### config.mk
export PLATFORM = sky130hd
export DESIGN_NAME = uart_byte_rx
export DESIGN_NICKNAME = d
export VERILOG_FILES = /design/src/rtl/uart_byte_rx.sv
export SDC_FILE = /design/constraint.sdc
export NUM_CORES = 1
export LEC_CHECK = 0
export CORE_MARGIN = 8
export CORE_UTILIZATION = 47
export CTS_CLUSTER_SIZE = 16
export DETAILED_ROUTE_END_ITERATION = 10
export PLACE_DENSITY_LB_ADDON = 0.08
export SYNTH_ARGS = -nofsm -noshare
export SYNTH_HDL_FRONTEND = slang
export SYNTH_SLANG_ARGS = --single-unit
### constraint.sdc
create_clock -name clk -period 2.6 [get_ports clk]
set_input_delay 0.65 -clock clk [delete_from_list [all_inputs] [get_ports clk]]
set_output_delay 0.65 -clock clk [all_outputs]
set_load 0.05 [all_outputs]
### src/rtl/uart_byte_rx.sv
// 16x-oversampled UART receiver with optional even parity, framing/break handling,
// and a per-frame prescaler latched at the start edge.
module uart_byte_rx #(
  parameter int DATA_BITS = 8,
  parameter int PARITY_EN = 0
) (
  input  logic                 clk,
  input  logic                 rst,
  input  logic [3:0]           clk_div,
  input  logic                 Rx_Serial,
  output logic [DATA_BITS-1:0] Rx_Byte,
  output logic                 Rx_Valid,
  output logic                 Rx_Frame_Err,
  output logic                 Rx_Parity_Err,
  output logic                 Rx_Busy
);
  typedef enum logic [2:0] {S_IDLE, S_START, S_DATA, S_PARITY, S_STOP, S_BREAK} state_e;
  localparam logic [2:0] LAST_BIT = 3'(DATA_BITS - 1);

  state_e               state_q;
  logic [1:0]           sync_q, rdy_q;
  logic                 prev_q, brk_hi_q, par_err_q;
  logic [3:0]           div_q, presc_q, cnt_q;
  logic [2:0]           bit_q;
  logic [DATA_BITS-1:0] shadow_q, byte_q;
  logic                 valid_q, ferr_q, perr_q;
  logic                 line, tick, mid;

  assign line = sync_q[1];
  assign tick = (presc_q == div_q);
  assign mid  = tick && (cnt_q == 4'd7);

  assign Rx_Byte       = byte_q;
  assign Rx_Valid      = valid_q;
  assign Rx_Frame_Err  = ferr_q;
  assign Rx_Parity_Err = perr_q;
  assign Rx_Busy       = (state_q != S_IDLE);

  always_ff @(posedge clk or negedge rst) begin
    if (!rst) begin
      state_q   <= S_IDLE;
      sync_q    <= 2'b11;
      rdy_q     <= 2'b00;
      prev_q    <= 1'b0;
      brk_hi_q  <= 1'b0;
      par_err_q <= 1'b0;
      div_q     <= '0;
      presc_q   <= '0;
      cnt_q     <= '0;
      bit_q     <= '0;
      shadow_q  <= '0;
      byte_q    <= '0;
      valid_q   <= 1'b0;
      ferr_q    <= 1'b0;
      perr_q    <= 1'b0;
    end else begin
      sync_q  <= {sync_q[0], Rx_Serial};
      // prev_q only reports high once the synchronizer holds a real post-reset sample,
      // so a line held low through reset cannot fake a start edge.
      rdy_q   <= {rdy_q[0], 1'b1};
      prev_q  <= line & rdy_q[1];
      valid_q <= 1'b0;
      ferr_q  <= 1'b0;
      perr_q  <= 1'b0;

      if (state_q != S_IDLE) begin
        presc_q <= tick ? 4'd0 : presc_q + 4'd1;
        if (tick) cnt_q <= cnt_q + 4'd1;
      end

      case (state_q)
        S_IDLE: if (prev_q && !line) begin
          state_q   <= S_START;
          presc_q   <= '0;
          cnt_q     <= '0;
          div_q     <= clk_div;
          bit_q     <= '0;
          par_err_q <= 1'b0;
        end
        // cnt_q wraps every 16 ticks, so the next mid-sample lands one bit later.
        S_START: if (mid) state_q <= line ? S_IDLE : S_DATA;
        S_DATA: if (mid) begin
          shadow_q <= {line, shadow_q[DATA_BITS-1:1]};
          bit_q    <= bit_q + 3'd1;
          if (bit_q == LAST_BIT) state_q <= (PARITY_EN != 0) ? S_PARITY : S_STOP;
        end
        S_PARITY: if (mid) begin
          par_err_q <= (^shadow_q) ^ line;
          state_q   <= S_STOP;
        end
        S_STOP: if (mid) begin
          if (line) begin
            if (par_err_q) perr_q <= 1'b1;
            else begin
              byte_q  <= shadow_q;
              valid_q <= 1'b1;
            end
            state_q <= S_IDLE;
          end else begin
            ferr_q   <= 1'b1;
            brk_hi_q <= 1'b0;
            state_q  <= S_BREAK;
          end
        end
        S_BREAK: begin
          if (!line) brk_hi_q <= 1'b0;
          else if (tick) begin
            if (brk_hi_q) state_q <= S_IDLE;
            brk_hi_q <= 1'b1;
          end
        end
        default: state_q <= S_IDLE;
      endcase
    end
  end
endmodule

---- Word level (Yosys, flattened, before mapping) ----
Cells that the tools add are included.
word-level totals
  register bits ........................... 44
  input port bits ......................... 7
  output and inout bits ................... 12
  word-level logic and storage cells ...... 98
cells by class
  add/sub/neg operators ................... 3
  equal/unequal tests ..................... 19
  multiplexer cells ....................... 42
  bitwise operators ....................... 3
  reduce and logical (&&, ||, !) cells .... 16
operators with widths
  kind                   number
  $mux W3                12
  $mux W4                8
  $ne A2 B2 Y1 const B   10
  $pmux W3 S6            1
  $mux W1                17
  $eq A3 B3 Y1 const B   3
  $reduce_and A9 Y1      1
  $add A4 B1 Y4 const B  2
  $reduce_and A4 Y1      2
  $reduce_xor A8 Y1      1
  $eq A3 B2 Y1 const B   2
  $pmux W3 S2            1
  $reduce_and A3 Y1      2
  $reduce_bool A2 Y1     3
  $eq A4 B3 Y1 const B   1
  $eq A4 B4 Y1           1
  $pmux W1 S2            2
  $reduce_and A2 Y1      2
  $add A3 B1 Y3 const B  1
  $eq A3 B1 Y1 const B   1
  $logic_not A3 Y1       1
  $ne A3 B3 Y1 const B   1
  $reduce_bool A3 Y1     1
  $logic_and A1 B1 Y1    2
  5 further kinds        5

---- Logic depth before layout (Yosys ltp) ----
  depth in word-level cells ............... 5
  mapped depth ............................ 7
  gate-level depth less buffers ........... 7

---- Least setup slack after synthesis ----
No wires, ideal clock.
  path kind ............................... reg-to-output
  start ................................... register state_q[2]
  end ..................................... output port Rx_Busy
  data arrival time ....................... 1.268 ns
  required time ........................... 1.950 ns
  path slack .............................. 0.682 ns
  stages on the path, launching flop included .. 4
  buffers on the path ..................... 1
  path through ............................ dfrtp_1 -> clkbuf_1 -> nor3_2 -> inv_1
on the way
  cells in the longest elaborated chain, start to end .. 1
RTL lines
  element                 RTL line  text
  from (decl)             20        state_e state_q;
  from (signal assigned)  81        S_START: if (mid) state_q <= line ? S_IDLE : S_DATA;
  from (signal assigned)  85        if (bit_q == LAST_BIT) state_q <= (PARITY_EN != 0) ? S_PARITY : S_STOP;
  $reduce_bool A3 Y1      37        assign Rx_Busy = (state_q != S_IDLE);
  to (decl)               15        output logic Rx_Busy
No other way between the ends.

---- Worst setup path in the final report ----
  start ................................... register state_q[1]
  end ..................................... output port Rx_Busy
The elaborated chain is that of the path after synthesis.

==> out/qor.csv <==
stage,metric,value,unit
run_status,status,finished clean,
clock_tree,# hold bufs at CTS,0,
grt,total grt overflow,0,
hold_path,HP Class,in -> async,
timing,Fmax,441,MHz
finish,# fillers,373,
placed_design,Port Buffers,18,
worst_setup_path,FF-to-FF Start,presc_q[2]$_DFF_PN0_,
worst_setup_path,Worst Path Max Fanout,17,
grt,Total Routing Usage GR,0.130,
clock_tree,CTS root buf,clkbuf_8,
placed_design,post-DP HPWL,2.92,mm
power_and_ir_drop,Peak VDD IR,0.315,mV
worst_setup_path,reg2reg setup slack,0.58,ns
grt,vias in the first global route,1434,
route,Pre-Repair DR Iteration Count,4,
timing,clock skew,0.00771,ns
timing,Setup-failing EPs final,0,
finish,Ant. Diodes,0,
finish,highest-count cells in the layout ignoring fill and taps,"dfrtp_1 (42), nand2_1 (30), clkdlybuf4s50_1 (16)",
worst_setup_path,CP Launch Point,state_q[1]$_DFFE_PN0P_,
power_and_ir_drop,leak pwr,1.10,nW
floorplan,Die ar.,6810,sq um
route,"antenna viol nets, final",0,
logic_synthesis,sequential area share after synthesis,0.531,
logic_synthesis,Synth cell types,40,
clock_tree,post-CTS sizing,0,
clock_tree,Num CTS Buffers,5,
floorplan,num rows,24,
timing,Final WS setup,0.332,ns
logic_synthesis,Syn Inst Count,188,
grt,initial antenna violation count,0,
logic_synthesis,Post-Syn Nets,199,
floorplan,die width,82.5,microns
timing,RSZ-0062 raised after global routing,no,
route,routed via count,1441,
route,DR vias/cell,5.48,
worst_setup_path,crit path launch type,flip-flop,
clock_tree,Sink Count,44,
finish,layout cells sized above 1,0.175,
timing,Final Hold Vio Count,0,
clock_tree,Post-CTS Setup Bufs,0,
worst_setup_path,"most used cell, CP",buf_4,
logic_synthesis,fraction of registers with async set/reset,1.00,
placed_design,dpl ws,0.610,ns
grt,first-pass GRT wire length,6.87,mm
floorplan,# IOs,19,
logic_synthesis,"EDFF count, synth",0,
timing,Final Cycle Share,0.872,
clock_tree,Clock Path Buffers,2,
finish,register area,1100,sq um
timing,final hold slack,0.157,ns
timing,Least-Margin Pin Slew,0.529,ns
floorplan,total core area,4290,sq um
finish,"most common cell after layout, fill and taps aside",dfrtp_1,
logic_synthesis,Seq cells post-synth,44,
finish,area growth from synthesis to layout,15.7,%
worst_setup_path,"Slowest-stage cell, CP",dfrtp_1,
power_and_ir_drop,PwrDens,708,nW/um^2
placed_design,Placed Instance Area,2310,sq um
logic_synthesis,"Avg Cell Area, Syn",11.1,sq um
worst_setup_path,CP max stage delay,0.68,ns
placed_design,placer congestion estimate,0.808,
route,overall routed net length,4.02,mm
finish,Layout Cell Area excl Fill,2410,sq um
logic_synthesis,mapped cell area,2080,sq um
route,# DRC,0,
floorplan,Initial Util,0.484,
clock_tree,Clock transition at path regs,0.08,ns
worst_setup_path,crit end category,output port,
floorplan,die height,82.5,microns
timing,"Slew Viols, Final",0,
finish,multi-input logic area,930,sq um
timing,Setup TNS Final,0,ns
worst_setup_path,CP arrival,1.62,ns
logic_synthesis,yosys warns,0,
worst_setup_path,cells along the critical path,nor3_2 -> buf_4 -> inv_1 -> buf_4,
worst_setup_path,CP Data Required Time,1.95,ns
timing,minimum clock period,2.27,ns
clock_tree,CTS tree,done,
clock_tree,"Clk Latency, worst-skew pair",0.29,ns
worst_setup_path,worst path bufs/invs,3,
route,initial DRC count,115,
worst_setup_path,worst setup path category,reg -> out,
logic_synthesis,most common flop cell mapped by yosys,dfrtp_1,
route,Avg WL per Cell,15.3,microns
grt,largest net degree at the start of global routing,22,
finish,Final nets,221,
run,Max-Cap Viols,0,
worst_setup_path,family with the most delay on the worst path,flip-flops,
clock_tree,H-tree Lvls,2,
timing,Rel. slew slack,0.647,
## area by class of cell
class | instances | area share
Sequential cell | 44 | 0.459
Clock buffer | 7 | 0.0359
Tap cell | 52 | 0.0270
Timing Repair Buffer | 22 | 0.0842
Clock inverter | 1 | 0.00312
Inverter | 3 | 0.00468
Multi-Input combinational cell | 134 | 0.386
## sequential cells by signal, summed over array words and instances (netlist names)
| signal | cells |
|---|---|
| rdy_q | 2 |
| Rx_Frame_Err | 1 |
| cnt_q | 4 |
| bit_q | 3 |
| Rx_Byte | 8 |
| prev_q | 1 |
| brk_hi_q | 1 |
| presc_q | 4 |
| shadow_q | 8 |
| par_err_q | 1 |
| Rx_Parity_Err | 1 |
| div_q | 4 |
| sync_q | 2 |
| state_q | 3 |
| Rx_Valid | 1 |
## per-stage QoR
step                      power, mW  cells   util
after floorplan                1.16    188      -
after CTS                      1.72    263  0.560
after detailed placement       1.28    255  0.538
final                          1.70    263  0.560
after global routing           1.82    263  0.560
after global placement         1.26    255  0.538
## cells in the mapped netlist (2+ instances only)
| cell type | count | area, sq um |
|---|---|---|
| nor3_1 | 4 | 20.0 |
| inv_1 | 3 | 11.3 |
| o31ai_1 | 2 | 15.0 |
| a21oi_1 | 3 | 15.0 |
| nand2_1 | 30 | 113 |
| mux2i_1 | 3 | 30.0 |
| xnor2_1 | 12 | 105 |
| ha_1 | 4 | 50.1 |
| mux2_2 | 8 | 90.1 |
| dfrtp_1 | 42 | 1050 |
| nor2_1 | 11 | 41.3 |
| nand4_1 | 2 | 12.5 |
| mux2_4 | 8 | 120 |
| nand3_1 | 11 | 55.1 |
| o21ai_0 | 10 | 50.1 |
| o311ai_0 | 2 | 17.5 |
| nor2b_1 | 3 | 18.8 |
| a211oi_1 | 2 | 15.0 |
| nand3b_1 | 2 | 15.0 |
| dfstp_2 | 2 | 52.6 |
| clkbuf_1 | 5 | 18.8 |
## final timing paths
| check | cells after the start | end |
|---|---|---|
| hold / removal | 1 | div_q[3]$_DFFE_PN0P_ |
| min in group clk | 0 | rdy_q[1]$_DFF_PN0_ |
| setup / recovery | 4 | Rx_Busy |
| setup reg to reg | 4 | Rx_Byte[0]$_DFFE_PN0P_ |
| max in group asynchronous | 2 | sync_q[0]$_DFF_PN1_ |
| hold reg to reg | 0 | rdy_q[1]$_DFF_PN0_ |
## metal layers
layer	vias to the layer above	part of all wire	GRT usage
met5	-	0	0
met1	704	0.47	0.165
met2	29	0.48	0.211
met4	0	0.0077	0.0379
li1	703	-	-
met3	5	0.037	0.0379
## power breakdown
group	internal [mW]	switching, mW
combinational	0.164	0.230
sequential	0.777	0.0986
clock	0.216	0.218
total	1.16	0.547
## cell families after synthesis
family	after synthesis	synth area share
AO/OA/AOI/OAI	25	0.0788
XOR/XNOR	13	0.0548
adder cells (fa/ha/maj)	4	0.0241
buffers and inverters	10	0.0223
flip-flops	44	0.531
multiplexers	19	0.116
other	1	0.00180
AND/OR/NAND/NOR	72	0.172
(Power assumes the default switching activity.)
